## src/rtl/ph_collect.sv

```systemverilog
// ph_collect: result collector for the hit-parameter path.
// Every ph_vld event is stamped with a 16-bit sequence number and pushed
// into a DEPTH-entry FIFO. The host pops entries through a registered
// request/valid read port.
//
// Ports:
//   clk_sys    system clock
//   rst        asynchronous active-high reset
//   ph_ring    ring count of a completed hit event
//   ph_vld     one-cycle event strobe, ph_ring valid with it
//   cfg_clr    synchronous flush; overrides all other activity in its cycle
//   rd_req     pop request
//   rd_data    popped entry {seq, ring}; holds between pops
//   rd_vld     one-cycle strobe marking new rd_data
//   stu_cnt    fill level 0..DEPTH
//   stu_empty  fill level is zero
//   stu_full   fill level is DEPTH
//   stu_ovf    sticky: at least one event was dropped
//   stu_seq    events seen since reset/flush, dropped ones included
module ph_collect #(
    parameter int DEPTH = 16,
    parameter int AW    = 4
) (
    input  logic          clk_sys,
    input  logic          rst,
    input  logic [15:0]   ph_ring,
    input  logic          ph_vld,
    input  logic          cfg_clr,
    input  logic          rd_req,
    output logic [31:0]   rd_data,
    output logic          rd_vld,
    output logic [AW:0]   stu_cnt,
    output logic          stu_empty,
    output logic          stu_full,
    output logic          stu_ovf,
    output logic [15:0]   stu_seq
);

    localparam logic [AW:0] CNT_FULL = (AW+1)'(DEPTH);
    localparam logic [AW:0] CNT_ONE  = (AW+1)'(1);

    logic [31:0]   mem [DEPTH];

    logic [AW-1:0] wptr_q, wptr_d;
    logic [AW-1:0] rptr_q, rptr_d;
    logic [AW:0]   cnt_q, cnt_d;
    logic [15:0]   seq_q, seq_d;
    logic          ovf_q, ovf_d;
    logic [31:0]   rd_data_q, rd_data_d;
    logic          rd_vld_q, rd_vld_d;

    logic          empty;
    logic          full;
    logic          pop;
    logic          wr;

    assign empty = (cnt_q == '0);
    assign full  = (cnt_q == CNT_FULL);

    // A pop at full frees the slot the incoming event needs, so a
    // simultaneous write is accepted rather than dropped.
    assign pop = rd_req && !empty && !cfg_clr;
    assign wr  = ph_vld && (!full || pop) && !cfg_clr;

    always_comb begin
        wptr_d    = wptr_q;
        rptr_d    = rptr_q;
        cnt_d     = cnt_q;
        seq_d     = seq_q;
        ovf_d     = ovf_q;
        rd_data_d = rd_data_q;
        rd_vld_d  = 1'b0;

        if (cfg_clr) begin
            wptr_d = '0;
            rptr_d = '0;
            cnt_d  = '0;
            seq_d  = '0;
            ovf_d  = 1'b0;
        end else begin
            if (ph_vld) begin
                seq_d = seq_q + 16'd1;
                if (!wr) begin
                    ovf_d = 1'b1;
                end
            end
            if (wr) begin
                wptr_d = wptr_q + AW'(1);
            end
            if (pop) begin
                rptr_d    = rptr_q + AW'(1);
                rd_data_d = mem[rptr_q];
                rd_vld_d  = 1'b1;
            end
            if (wr && !pop) begin
                cnt_d = cnt_q + CNT_ONE;
            end else if (pop && !wr) begin
                cnt_d = cnt_q - CNT_ONE;
            end
        end
    end

    // Storage has no reset; contents are don't-care until written.
    always_ff @(posedge clk_sys) begin
        if (wr) begin
            mem[wptr_q] <= {seq_q, ph_ring};
        end
    end

    always_ff @(posedge clk_sys or posedge rst) begin
        if (rst) begin
            wptr_q    <= '0;
            rptr_q    <= '0;
            cnt_q     <= '0;
            seq_q     <= '0;
            ovf_q     <= 1'b0;
            rd_data_q <= '0;
            rd_vld_q  <= 1'b0;
        end else begin
            wptr_q    <= wptr_d;
            rptr_q    <= rptr_d;
            cnt_q     <= cnt_d;
            seq_q     <= seq_d;
            ovf_q     <= ovf_d;
            rd_data_q <= rd_data_d;
            rd_vld_q  <= rd_vld_d;
        end
    end

    assign rd_data   = rd_data_q;
    assign rd_vld    = rd_vld_q;
    assign stu_cnt   = cnt_q;
    assign stu_empty = empty;
    assign stu_full  = full;
    assign stu_ovf   = ovf_q;
    assign stu_seq   = seq_q;

endmodule

```

## config.mk

```make
export PLATFORM = sky130hd
export DESIGN_NAME = ph_collect
export DESIGN_NICKNAME = d
export VERILOG_FILES = /design/src/rtl/ph_collect.sv
export SDC_FILE = /design/constraint.sdc
export NUM_CORES = 1
export LEC_CHECK = 0
export ABC_AREA = 1
export ABC_CLOCK_PERIOD_IN_PS = 5500
export CORE_UTILIZATION = 52
export CTS_CLUSTER_SIZE = 20
export DETAILED_ROUTE_END_ITERATION = 6
export PLACE_DENSITY = 0.8
export SYNTH_ARGS = -nofsm -noshare
export SYNTH_HDL_FRONTEND = slang
export SYNTH_SLANG_ARGS = --single-unit
```

## constraint.sdc

```tcl
create_clock -name clk_sys -period 5.5 [get_ports clk_sys]
set_input_delay 0.55 -clock clk_sys [delete_from_list [all_inputs] [get_ports clk_sys]]
set_output_delay 0.55 -clock clk_sys [all_outputs]
set_load 0.02 [all_outputs]
```

==> impl_metrics.tcl <==
set metrics [dict create \
    grt_overflow 0 \
    worst_hold_path.endpoint "rd_data[6]$_DFFE_PP0P_" \
    final_setup_violation_count 0 \
    worst_path_dominant_cell_family "buffers and inverters" \
    number_of_antenna_violations_at_the_first_check_in_global_routing 0 \
    io-pin-count 78 \
    ff2ff_path_depth 9 \
    hold_start "rd_data[6]$_DFFE_PP0P_" \
    syn_area_per_cell_um2 11.4 \
    synth_seq_area_share_pct 71.7 \
    fin_skew_ps 21.1 \
    die-area_mm2 0.0463 \
    synth_largest_area_cell "sky130_fd_sc_hd__edfxtp_1" \
    tightest_slew_margin_relative_to_the_limit_pct 9.84 \
    drt.antenna.violating_nets 0 \
    antenna_cells_inserted 0 \
    ys_dominant_reg_cell "sky130_fd_sc_hd__edfxtp_1" \
    htree_num_levels 2 \
    cts.sink_count 575 \
    floorplan.initialDensity_pct 53.1 \
    synthToLayoutAreaGrowth_pct 12.7 \
    worstSetupStartpointType "flip-flop" \
    vias_per_cell 5.84 \
    timing.critical_path.to_type "flip-flop" \
    ys_types 32 \
    holdPathStages 2 \
    grtUsageTotal_pct 25.1 \
    die_width_um 215 \
    die_h_um 215 \
    syn_area_mm2 0.0236 \
    tritoncts.num_buffers 54 \
    worst_path_max_fanout 88 \
    synth-edff-count 512 \
    crit_path_max_incr_delay_ps 910 \
    asyncSetResetFlopFracSynth_pct 11.0 \
    tritoncts "built" \
    maxClockFrequency_mhz 307 \
    critical_path.reg2reg.startpoint "rptr_q[1]$_DFFE_PP0P_" \
    crit_path_cell_trace "inv_4, buf_4, nand3_1, nand3_1, nand2_1, nand2_1, nand2_1, nand2_1, nand2_1" \
    report.power.total_mw 11.4 \
    layout.nets 2153 \
    finalCritPeriodShare_pct 59.1 \
    synth.ff_latch_count 575 \
    drc 0 \
    drv.max_cap_violation_count 0 \
    synth_top_area_share_pct 65.0 \
    timing_worst_setup_path_type "flip-flop to flip-flop" \
    stdcell_count 2757 \
    timing_hold_violations_final 0 \
    post_drt_wl_per_cell_um 21.0 \
    gp_routability_congestion 0.835 \
    floorplan.rows 77 \
    hpwlAfterDp_mm 30.1 \
    numPlacedInstances 2657 \
    worstPathBufferInverterCount 2 \
    clkTransAtPathRegs_ps 60 \
    cp.arrival_ps 3730 \
    grt_setup_unrepaired "no" \
    routed-via-count 16100 \
    worstMarginPinSlew_ps 1350 \
    cts_root_buf "sky130_fd_sc_hd__clkbuf_16" \
    postSynthCellCount 2082 \
    number_of_warnings_printed_during_yosys_synthesis 0 \
    number_of_global_route_vias_before_repair 16400 \
    grt_pass1_wl_mm 89.9 \
    powerDensity_mw_per_mm2 427 \
    layout-drive-gt1-share_pct 6.33 \
    cts-resized-gates 0 \
    io_buffer_count 77 \
    setup.reg_to_reg.worst_slack_ps 2250 \
    worstReg2RegEnd "rd_data[2]$_DFFE_PP0P_" \
    critPathMostFrequentCell "sky130_fd_sc_hd__nand2_1" \
    status "finished, final reports clean" \
    hold_class "flip-flop to flip-flop" \
    post_cts_buffers 0 \
    final-max-slew-violation-count 0 \
    synth_nets 2114 \
    tns_ps 0 \
    dr.first_iter.drc_count 1974 \
    p_leak_nw 10.0 \
    critical-path-slowest-cell "sky130_fd_sc_hd__inv_4" \
    clk_path_buf_depth 3 \
    cts_hold_buffers 0 \
    n_fill_cell 3428 \
    worst_ir_drop_vdd_uv 329 \
    firstDrtPassIters 6 \
    grt_start_max_net_pins 109 \
    period_minus_slack_ps 3250 \
    cp_data_required_time_ps 5980 \
    synth_top_cells_by_area "sky130_fd_sc_hd__edfxtp_1 (65%), sky130_fd_sc_hd__nand2_1 (13%), sky130_fd_sc_hd__nand3_1 (8.6%), sky130_fd_sc_hd__dfrtp_1 (6.7%), sky130_fd_sc_hd__buf_4 (1.2%)" \
    core_region_area_mm2 0.0445 \
    drt-total-wl_mm 57.8 \
    clock_latency_ps 600 \
]
[worst reg2reg max path: cells and delay by family, from the launching register on]
kind / cells / cell delay (ps)
buffers and inverters: 2 / 1630
and+or+nand+nor: 7 / 720
DFF: 1 / 800
[registers in the layout, summed over array words and instances, names as in the netlist]
signal and flops:
stu_cnt 5, rptr_q 4, rd_data 32, rd_vld 1, wptr_q 4, stu_seq 16, stu_ovf 1, mem 512
[synthesized netlist by cell type (2+ instances only)]
cell / n
sky130_fd_sc_hd__nand2_1: 834
sky130_fd_sc_hd__edfxtp_1: 512
sky130_fd_sc_hd__nand3_1: 407
sky130_fd_sc_hd__dfrtp_1: 63
sky130_fd_sc_hd__buf_2: 51
sky130_fd_sc_hd__buf_4: 39
sky130_fd_sc_hd__nor2_1: 38
sky130_fd_sc_hd__inv_1: 31
sky130_fd_sc_hd__clkbuf_1: 14
sky130_fd_sc_hd__o21ai_0: 14
sky130_fd_sc_hd__a21oi_1: 11
sky130_fd_sc_hd__nand4_1: 11
sky130_fd_sc_hd__ha_1: 10
sky130_fd_sc_hd__nor3_1: 8
sky130_fd_sc_hd__buf_6: 7
sky130_fd_sc_hd__buf_1: 6
sky130_fd_sc_hd__inv_2: 4
sky130_fd_sc_hd__nand2_2: 3
sky130_fd_sc_hd__o21ai_1: 3
sky130_fd_sc_hd__nand3_2: 2
sky130_fd_sc_hd__xnor2_1: 2
sky130_fd_sc_hd__xor2_1: 2
[cell families after synthesis]
| family | share of synthesized area [%] |
|---|---|
| AO/OA/AOI/OAI | 0.699 |
| XOR/XNOR | 0.148 |
| adder cells (fa/ha/maj) | 0.614 |
| buffers and inverters | 3.57 |
| flip-flops | 71.7 |
| AND/OR/NAND/NOR | 23.3 |
[metrics by stage]
step                hold slack (ps)  util (%)  worst slack [ps]  area [um2]
floorplan                       532         -              2410       23600
detailed placement              465      55.6              2120       24800
CTS                             482      59.9              2350       26600
finish                          476      59.9              2250       26600
global route                    516      59.9              2080       26600
global placement                462      55.6              2180       24800
[how the worst max path moves through the flow]
stage | startpoint | endpoint | slack, ps | cells past startpoint
detailed placement | cfg_clr | mem[14][10]$_DFFE_PP_ | 2120 | 8
floorplan | stu_cnt[0]$_DFFE_PP0P_ | mem[11][0]$_DFFE_PP_ | 2410 | 9
global placement | cfg_clr | stu_cnt[4]$_DFFE_PP0P_ | 2180 | 14
global route | rptr_q[0]$_DFFE_PP0P_ | rd_data[21]$_DFFE_PP0P_ | 2080 | 10
finish | rptr_q[1]$_DFFE_PP0P_ | rd_data[2]$_DFFE_PP0P_ | 2250 | 9
CTS | rptr_q[1]$_DFFE_PP0P_ | rd_data[11]$_DFFE_PP0P_ | 2350 | 9
[cell type report]
class	count	area [um2]	share of cell area [%]
Sequential cell	575	17000	63.7
Clock buffer	61	1410	5.29
Inverter	37	148	0.554
Clock inverter	39	465	1.75
Tap cell	592	741	2.78
Multi-Input combinational cell	1353	5960	22.4
Timing Repair Buffer	100	956	3.59
[power by group]
part,switching (mW),internal (mW)
logic,1.50,0.770
clock network,1.61,2.35
registers,0.232,4.91
total,3.33,8.03
[cells in the final DEF (no fill, tap or decap), types with 4 or more instances in the layout]
| cell | instances |
|---|---|
| sky130_fd_sc_hd__a21oi_1 | 11 |
| sky130_fd_sc_hd__buf_4 | 22 |
| sky130_fd_sc_hd__bufinv_16 | 11 |
| sky130_fd_sc_hd__clkbuf_1 | 5 |
| sky130_fd_sc_hd__clkbuf_16 | 55 |
| sky130_fd_sc_hd__clkdlybuf4s50_1 | 77 |
| sky130_fd_sc_hd__clkinv_1 | 14 |
| sky130_fd_sc_hd__clkinv_2 | 12 |
| sky130_fd_sc_hd__dfrtp_1 | 60 |
| sky130_fd_sc_hd__edfxtp_1 | 512 |
| sky130_fd_sc_hd__ha_1 | 10 |
| sky130_fd_sc_hd__inv_1 | 29 |
| sky130_fd_sc_hd__inv_2 | 4 |
| sky130_fd_sc_hd__nand2_1 | 834 |
| sky130_fd_sc_hd__nand3_1 | 407 |
| sky130_fd_sc_hd__nand4_1 | 11 |
| sky130_fd_sc_hd__nor2_1 | 22 |
| sky130_fd_sc_hd__nor2_4 | 16 |
| sky130_fd_sc_hd__nor3_1 | 8 |
| sky130_fd_sc_hd__o21ai_0 | 14 |
[metal layers]
layer,global-route usage (%),routed length (um),vias up
met3,4.39,5720,131
met4,9.05,1650,0
met5,0,0,-
met2,41.6,28000,921
li1,-,-,7250
met1,33.5,22400,7802
Note: power is estimated with default switching activity, not from simulation.
